### config.mk
export PLATFORM = sky130hd
export DESIGN_NAME = ddr4_phy_riu_access_ctrl
export DESIGN_NICKNAME = d
export VERILOG_FILES = /design/src/rtl/ddr4_phy_riu_pkg.sv /design/src/rtl/ddr4_phy_riu_nibble_dec.sv /design/src/rtl/ddr4_phy_riu_access_ctrl.sv
export SDC_FILE = /design/constraint.sdc
export NUM_CORES = 1
export LEC_CHECK = 0
export CORE_MARGIN = 2
export CORE_UTILIZATION = 42
export DETAILED_ROUTE_END_ITERATION = 10
export PLACE_DENSITY_LB_ADDON = 0.2
export SYNTH_ARGS = -nofsm -noshare
export SYNTH_HDL_FRONTEND = slang
export SYNTH_SLANG_ARGS = --single-unit
### constraint.sdc
create_clock -name riu_clk -period 2.1 [get_ports riu_clk]
set_input_delay 0.315 -clock riu_clk [delete_from_list [all_inputs] [get_ports riu_clk]]
set_output_delay 0.315 -clock riu_clk [all_outputs]
set_load 0.01 [all_outputs]
### src/rtl/ddr4_phy_riu_pkg.sv
// rtl/ddr4_phy_riu_pkg.sv - shared types and defaults for the RIU access controller
package ddr4_phy_riu_pkg;

  localparam int RIU_NUM_NIBBLES    = 8;
  localparam int RIU_ADDR_W         = 6;
  localparam int RIU_DATA_W         = 16;
  localparam int RIU_TIMEOUT_CYCLES = 64;

  localparam logic [7:0] RIU_BCAST_NIBBLE = 8'hFF;

  typedef enum logic [2:0] {
    ST_IDLE     = 3'd0,
    ST_WR       = 3'd1,
    ST_RD_ISSUE = 3'd2,
    ST_RD_WAIT  = 3'd3,
    ST_RESP     = 3'd4
  } riu_state_e;

endpackage

### src/rtl/ddr4_phy_riu_nibble_dec.sv
// rtl/ddr4_phy_riu_nibble_dec.sv - nibble index to one-hot select with range/broadcast flags
// Broadcast index recognised only when RIU_ACCESS_BCAST_EN is defined.
module ddr4_phy_riu_nibble_dec
  import ddr4_phy_riu_pkg::*;
#(
  parameter int NUM_NIBBLES = RIU_NUM_NIBBLES
) (
  input  logic [7:0]             nibble,
  output logic [NUM_NIBBLES-1:0] sel,
  output logic                   out_of_range,
  output logic                   bcast
);

  always_comb begin
`ifdef RIU_ACCESS_BCAST_EN
    bcast = (nibble == RIU_BCAST_NIBBLE);
`else
    bcast = 1'b0;
`endif
    out_of_range = (32'(nibble) >= NUM_NIBBLES);
    sel = '0;
    for (int i = 0; i < NUM_NIBBLES; i++) begin
      sel[i] = bcast || (32'(nibble) == i);
    end
  end

endmodule

### src/rtl/ddr4_phy_riu_access_ctrl.sv
// rtl/ddr4_phy_riu_access_ctrl.sv - single-outstanding RIU register read/write initiator
// Optional write broadcast to all nibbles via RIU_ACCESS_BCAST_EN.
module ddr4_phy_riu_access_ctrl
  import ddr4_phy_riu_pkg::*;
#(
  parameter int NUM_NIBBLES    = RIU_NUM_NIBBLES,
  parameter int ADDR_W         = RIU_ADDR_W,
  parameter int DATA_W         = RIU_DATA_W,
  parameter int TIMEOUT_CYCLES = RIU_TIMEOUT_CYCLES
) (
  input  logic                   riu_clk,
  input  logic                   rst,
  input  logic                   req_valid,
  output logic                   req_ready,
  input  logic                   req_write,
  input  logic [7:0]             req_nibble,
  input  logic [ADDR_W-1:0]      req_addr,
  input  logic [DATA_W-1:0]      req_wdata,
  output logic                   resp_valid,
  input  logic                   resp_ready,
  output logic [DATA_W-1:0]      resp_rdata,
  output logic                   resp_err,
  output logic [ADDR_W-1:0]      riu_addr,
  output logic [DATA_W-1:0]      riu_wr_data,
  output logic                   riu_wr_en,
  output logic [NUM_NIBBLES-1:0] riu_nibble_sel,
  input  logic [DATA_W-1:0]      riu_rd_data,
  input  logic                   riu_valid
);

  localparam int CNT_W = (TIMEOUT_CYCLES > 2) ? $clog2(TIMEOUT_CYCLES) : 1;

  riu_state_e state_q, state_d;
  logic [CNT_W-1:0]       cnt_q, cnt_d;
  logic [ADDR_W-1:0]      addr_d;
  logic [DATA_W-1:0]      wdata_d, rdata_d;
  logic                   wr_en_d, err_d;
  logic [NUM_NIBBLES-1:0] sel_d, dec_sel;
  logic                   dec_oor, dec_bcast, illegal;

  ddr4_phy_riu_nibble_dec #(.NUM_NIBBLES(NUM_NIBBLES)) u_dec (
    .nibble       (req_nibble),
    .sel          (dec_sel),
    .out_of_range (dec_oor),
    .bcast        (dec_bcast)
  );

  // Broadcast is only meaningful for writes; a broadcast read is an error.
  assign illegal    = dec_oor && !(dec_bcast && req_write);
  assign req_ready  = (state_q == ST_IDLE) && !rst;
  assign resp_valid = (state_q == ST_RESP);

  always_comb begin
    state_d = state_q;
    cnt_d   = cnt_q;
    addr_d  = riu_addr;
    wdata_d = riu_wr_data;
    rdata_d = resp_rdata;
    err_d   = resp_err;
    wr_en_d = 1'b0;
    sel_d   = '0;
    case (state_q)
      ST_IDLE: begin
        if (req_valid) begin
          rdata_d = '0;
          err_d   = 1'b0;
          if (illegal) begin
            err_d   = 1'b1;
            state_d = ST_RESP;
          end else begin
            addr_d = req_addr;
            sel_d  = dec_sel;
            if (req_write) begin
              wr_en_d = 1'b1;
              wdata_d = req_wdata;
              state_d = ST_WR;
            end else begin
              state_d = ST_RD_ISSUE;
            end
          end
        end
      end
      ST_WR:       state_d = ST_RESP;
      ST_RD_ISSUE: begin
        cnt_d   = '0;
        state_d = ST_RD_WAIT;
      end
      ST_RD_WAIT: begin
        // Returned data takes priority over a timeout in the same cycle.
        if (riu_valid) begin
          rdata_d = riu_rd_data;
          state_d = ST_RESP;
        end else if (cnt_q == CNT_W'(TIMEOUT_CYCLES - 1)) begin
          err_d   = 1'b1;
          state_d = ST_RESP;
        end else begin
          cnt_d = cnt_q + CNT_W'(1);
        end
      end
      ST_RESP: if (resp_ready) state_d = ST_IDLE;
      default: state_d = ST_IDLE;
    endcase
  end

  always_ff @(posedge riu_clk or posedge rst) begin
    if (rst) begin
      state_q        <= ST_IDLE;
      cnt_q          <= '0;
      riu_addr       <= '0;
      riu_wr_data    <= '0;
      riu_wr_en      <= 1'b0;
      riu_nibble_sel <= '0;
      resp_rdata     <= '0;
      resp_err       <= 1'b0;
    end else begin
      state_q        <= state_d;
      cnt_q          <= cnt_d;
      riu_addr       <= addr_d;
      riu_wr_data    <= wdata_d;
      riu_wr_en      <= wr_en_d;
      riu_nibble_sel <= sel_d;
      resp_rdata     <= rdata_d;
      resp_err       <= err_d;
    end
  end

endmodule

==> flow_summary.ini <==
[run_status]
run_status = finished clean

[clock_network]
cts_buffers = 9
post_cts.repair.setup_buffers = 0
cts.sinks = 57
insertion_delay_ps = 330
clockBufferDepth = 2
cts_max_level = 3
cts_root_buffer = clkbuf_8
cts_hold_buf = 0
cts_tree = built
clk_pin_slew_ps = 70

[logic_synthesis]
syn_nets = 258
async_flop_share_pct = 100.0
ys_seq_area_share_pct = 59.47
synth_edf_count = 0
yosysWarningCount = 0
synth_cell_type_count = 35
syn_inst = 205
netlist_area_sq_um = 2399
avgSynthCellArea_sq_um = 11.70
ys_ff_latch = 57
synth_flop_cell = dfrtp_1

[sta]
period_needed_ps = 1980
whs_ps = 322.8
final-hold-violation-count = 0
slew_violations = 0
grt_setup_unrepaired = false
slew_headroom_pct = 58.88
timing.final.crit_share_pct = 94.30
skew_ps = 6.858
fmax_ghz = 0.5050
worstMarginPinSlew_ps = 610.4
setup_viol = 0

[detailed_routing]
drtAntennaViolNets = 0
routed_wl_microns = 5277
drc = 0
via_per_inst = 4.902
dr_total_vias = 1941
drtIter0Drc = 85
first_pass_iters = 4
wire_per_inst_microns = 13.33

[worst_setup_path]
regToRegStartpoint = state_q[0]
reg2reg_slack_ps = 300
reg2reg_depth = 4
crit_slowest_cell = or4_4
arrival_ps = 2190
worstPathCellList = clkdlybuf4s50_1 > or4_4 > and4bb_1 > buf_4 > mux2_2
end_kind = flip-flop
max_stage_delay_ps = 530
timing.rr.end = riu_addr[3]
timing.critical_path.buf_inv = 2
worst_ep_required_time_ps = 2310
crit_type = in2reg
crit_family = simple AND/OR/NAND/NOR gates
crit_path_start_kind = input port
cp_max_fo = 5

[pwr]
power.density_nw_per_um2 = 663.3
peakVddDrop_v = 0.0003936
cellLeakagePower_nw = 1.647

[final_layout]
drive_gt1_share_pct = 17.28
layout_commonest_cell = clkdlybuf4s50_1
diodes = 0
layout_common_cells = clkdlybuf4s50_1, dfrtp_1, nand2_1
area_growth_pct = 54.83
num-nets-final = 372
fin_cells = 396

[job]
cap_viol_max_count = 0

[grt]
grt_max_degree = 42
grt_pass1_vias = 1941
grt_pass1_wl_microns = 8845
grt_usage_pct = 17.97
grt_antenna_before_repair = 0
gr-total-overflow = 0

[floorplanning]
core_region_area_sq_um = 5507
fp-row-count = 27
start_util_pct = 43.56
die_area_sq_um = 6331
die_x_microns = 79.57
die_h_microns = 79.57
io_pins = 102

[placement]
place_inst = 380
portBuffers = 101
place_congestion = 0.7840
dp.final_hpwl_microns = 3926

[hold_path]
hold_class = in2async
==> power by group <==
group          internal (W)  switching, W  total [W]
registers           0.00116     0.0000304    0.00119
logic              0.000264      0.000150   0.000414
clock network      0.000424      0.000439   0.000863
==> routing by layer <==
| metal | global-route usage [%] | routed length [microns] | share of wire (%) |
|---|---|---|---|
| met5 | 0 | 0 | 0 |
| met4 | 9.310 | 118 | 2.2 |
| met1 | 23.50 | 2322 | 44 |
| met2 | 27.23 | 2408 | 46 |
| met3 | 4.977 | 428 | 8.1 |
==> kinds of logic (layout without fill, tap and decap cells) <==
logic type | Yosys count | count (layout) | share of synthesized area, %
adders and majority gates | 1 | 1 | 0.5216
buffers and inverters | 16 | 135 | 3.860
and+or+nand+nor | 76 | 76 | 16.28
AOI/OAI and AO/OA | 31 | 31 | 7.407
xor gates and xnor gates | 2 | 2 | 0.7304
DFF | 57 | 57 | 59.47
muxes | 22 | 22 | 11.74
==> per-stage QoR <==
| step | utilization, % | worst slack [ps] | power (W) | setup TNS [ps] | area (sq um) |
|---|---|---|---|---|---|
| after floorplan | - | 214.2 | 0.001358 | 0 | 2399 |
| after global placement | 64.30 | -184.4 | 0.001622 | -3646 | 3541 |
| after detailed placement | 64.30 | -230.0 | 0.001626 | -4393 | 3541 |
| after CTS | 67.39 | 19.89 | 0.002501 | 0 | 3711 |
| after global routing | 67.44 | 55.47 | 0.002589 | 0 | 3714 |
| final | 67.44 | 119.7 | 0.002463 | 0 | 3714 |
==> worst max-delay path by stage <==
stage / to / depth (start not counted) / startpoint / slack (ps)
after floorplan: riu_wr_data[0] / 6 / req_nibble[5] / 210
after global routing: riu_addr[3] / 5 / req_nibble[5] / 60
after CTS: req_ready / 3 / state_q[0] / 20
after detailed placement: riu_addr[3] / 5 / req_nibble[5] / -230
final: riu_addr[3] / 5 / req_nibble[5] / 120
after global placement: riu_addr[0] / 5 / req_nibble[5] / -180
==> what timing repair did <==
item | in CTS | in global routing
hold endpoints to repair | 0 | 0
gates resized for setup | 0 | 1
setup endpoints to repair | 0 | 1
==> synth_stat cells, types with 5 or more instances <==
cell type / number / share of area [%]
dfrtp_1: 57 / 59
nand2_1: 36 / 5.6
o21ai_0: 22 / 4.6
mux2_2: 13 / 6.1
nor2_1: 10 / 1.6
mux2_4: 9 / 5.6
inv_1: 7 / 1.1
nor3_1: 7 / 1.5
nand3_1: 6 / 1.3
clkbuf_1: 5 / 0.78
nor4_1: 5 / 1.3
==> flip-flops by register name, summed over array words and instances (netlist names) <==
register	count
cnt_q	6
resp_err	1
resp_rdata	16
riu_addr	6
riu_nibble_sel	8
riu_wr_data	16
riu_wr_en	1
state_q	3
==> final cells by class <==
cell class              count  area (sq um)
repair buffers            112          1121
flip-flops and latches     57          1426
well taps                  72         90.09
clock buffers               9         123.9
fillers                   434          1793
inverters                   7         26.28
multi-input cells         132         879.6
clock inverters             7         46.29
Power figures use the tool's default switching activity.
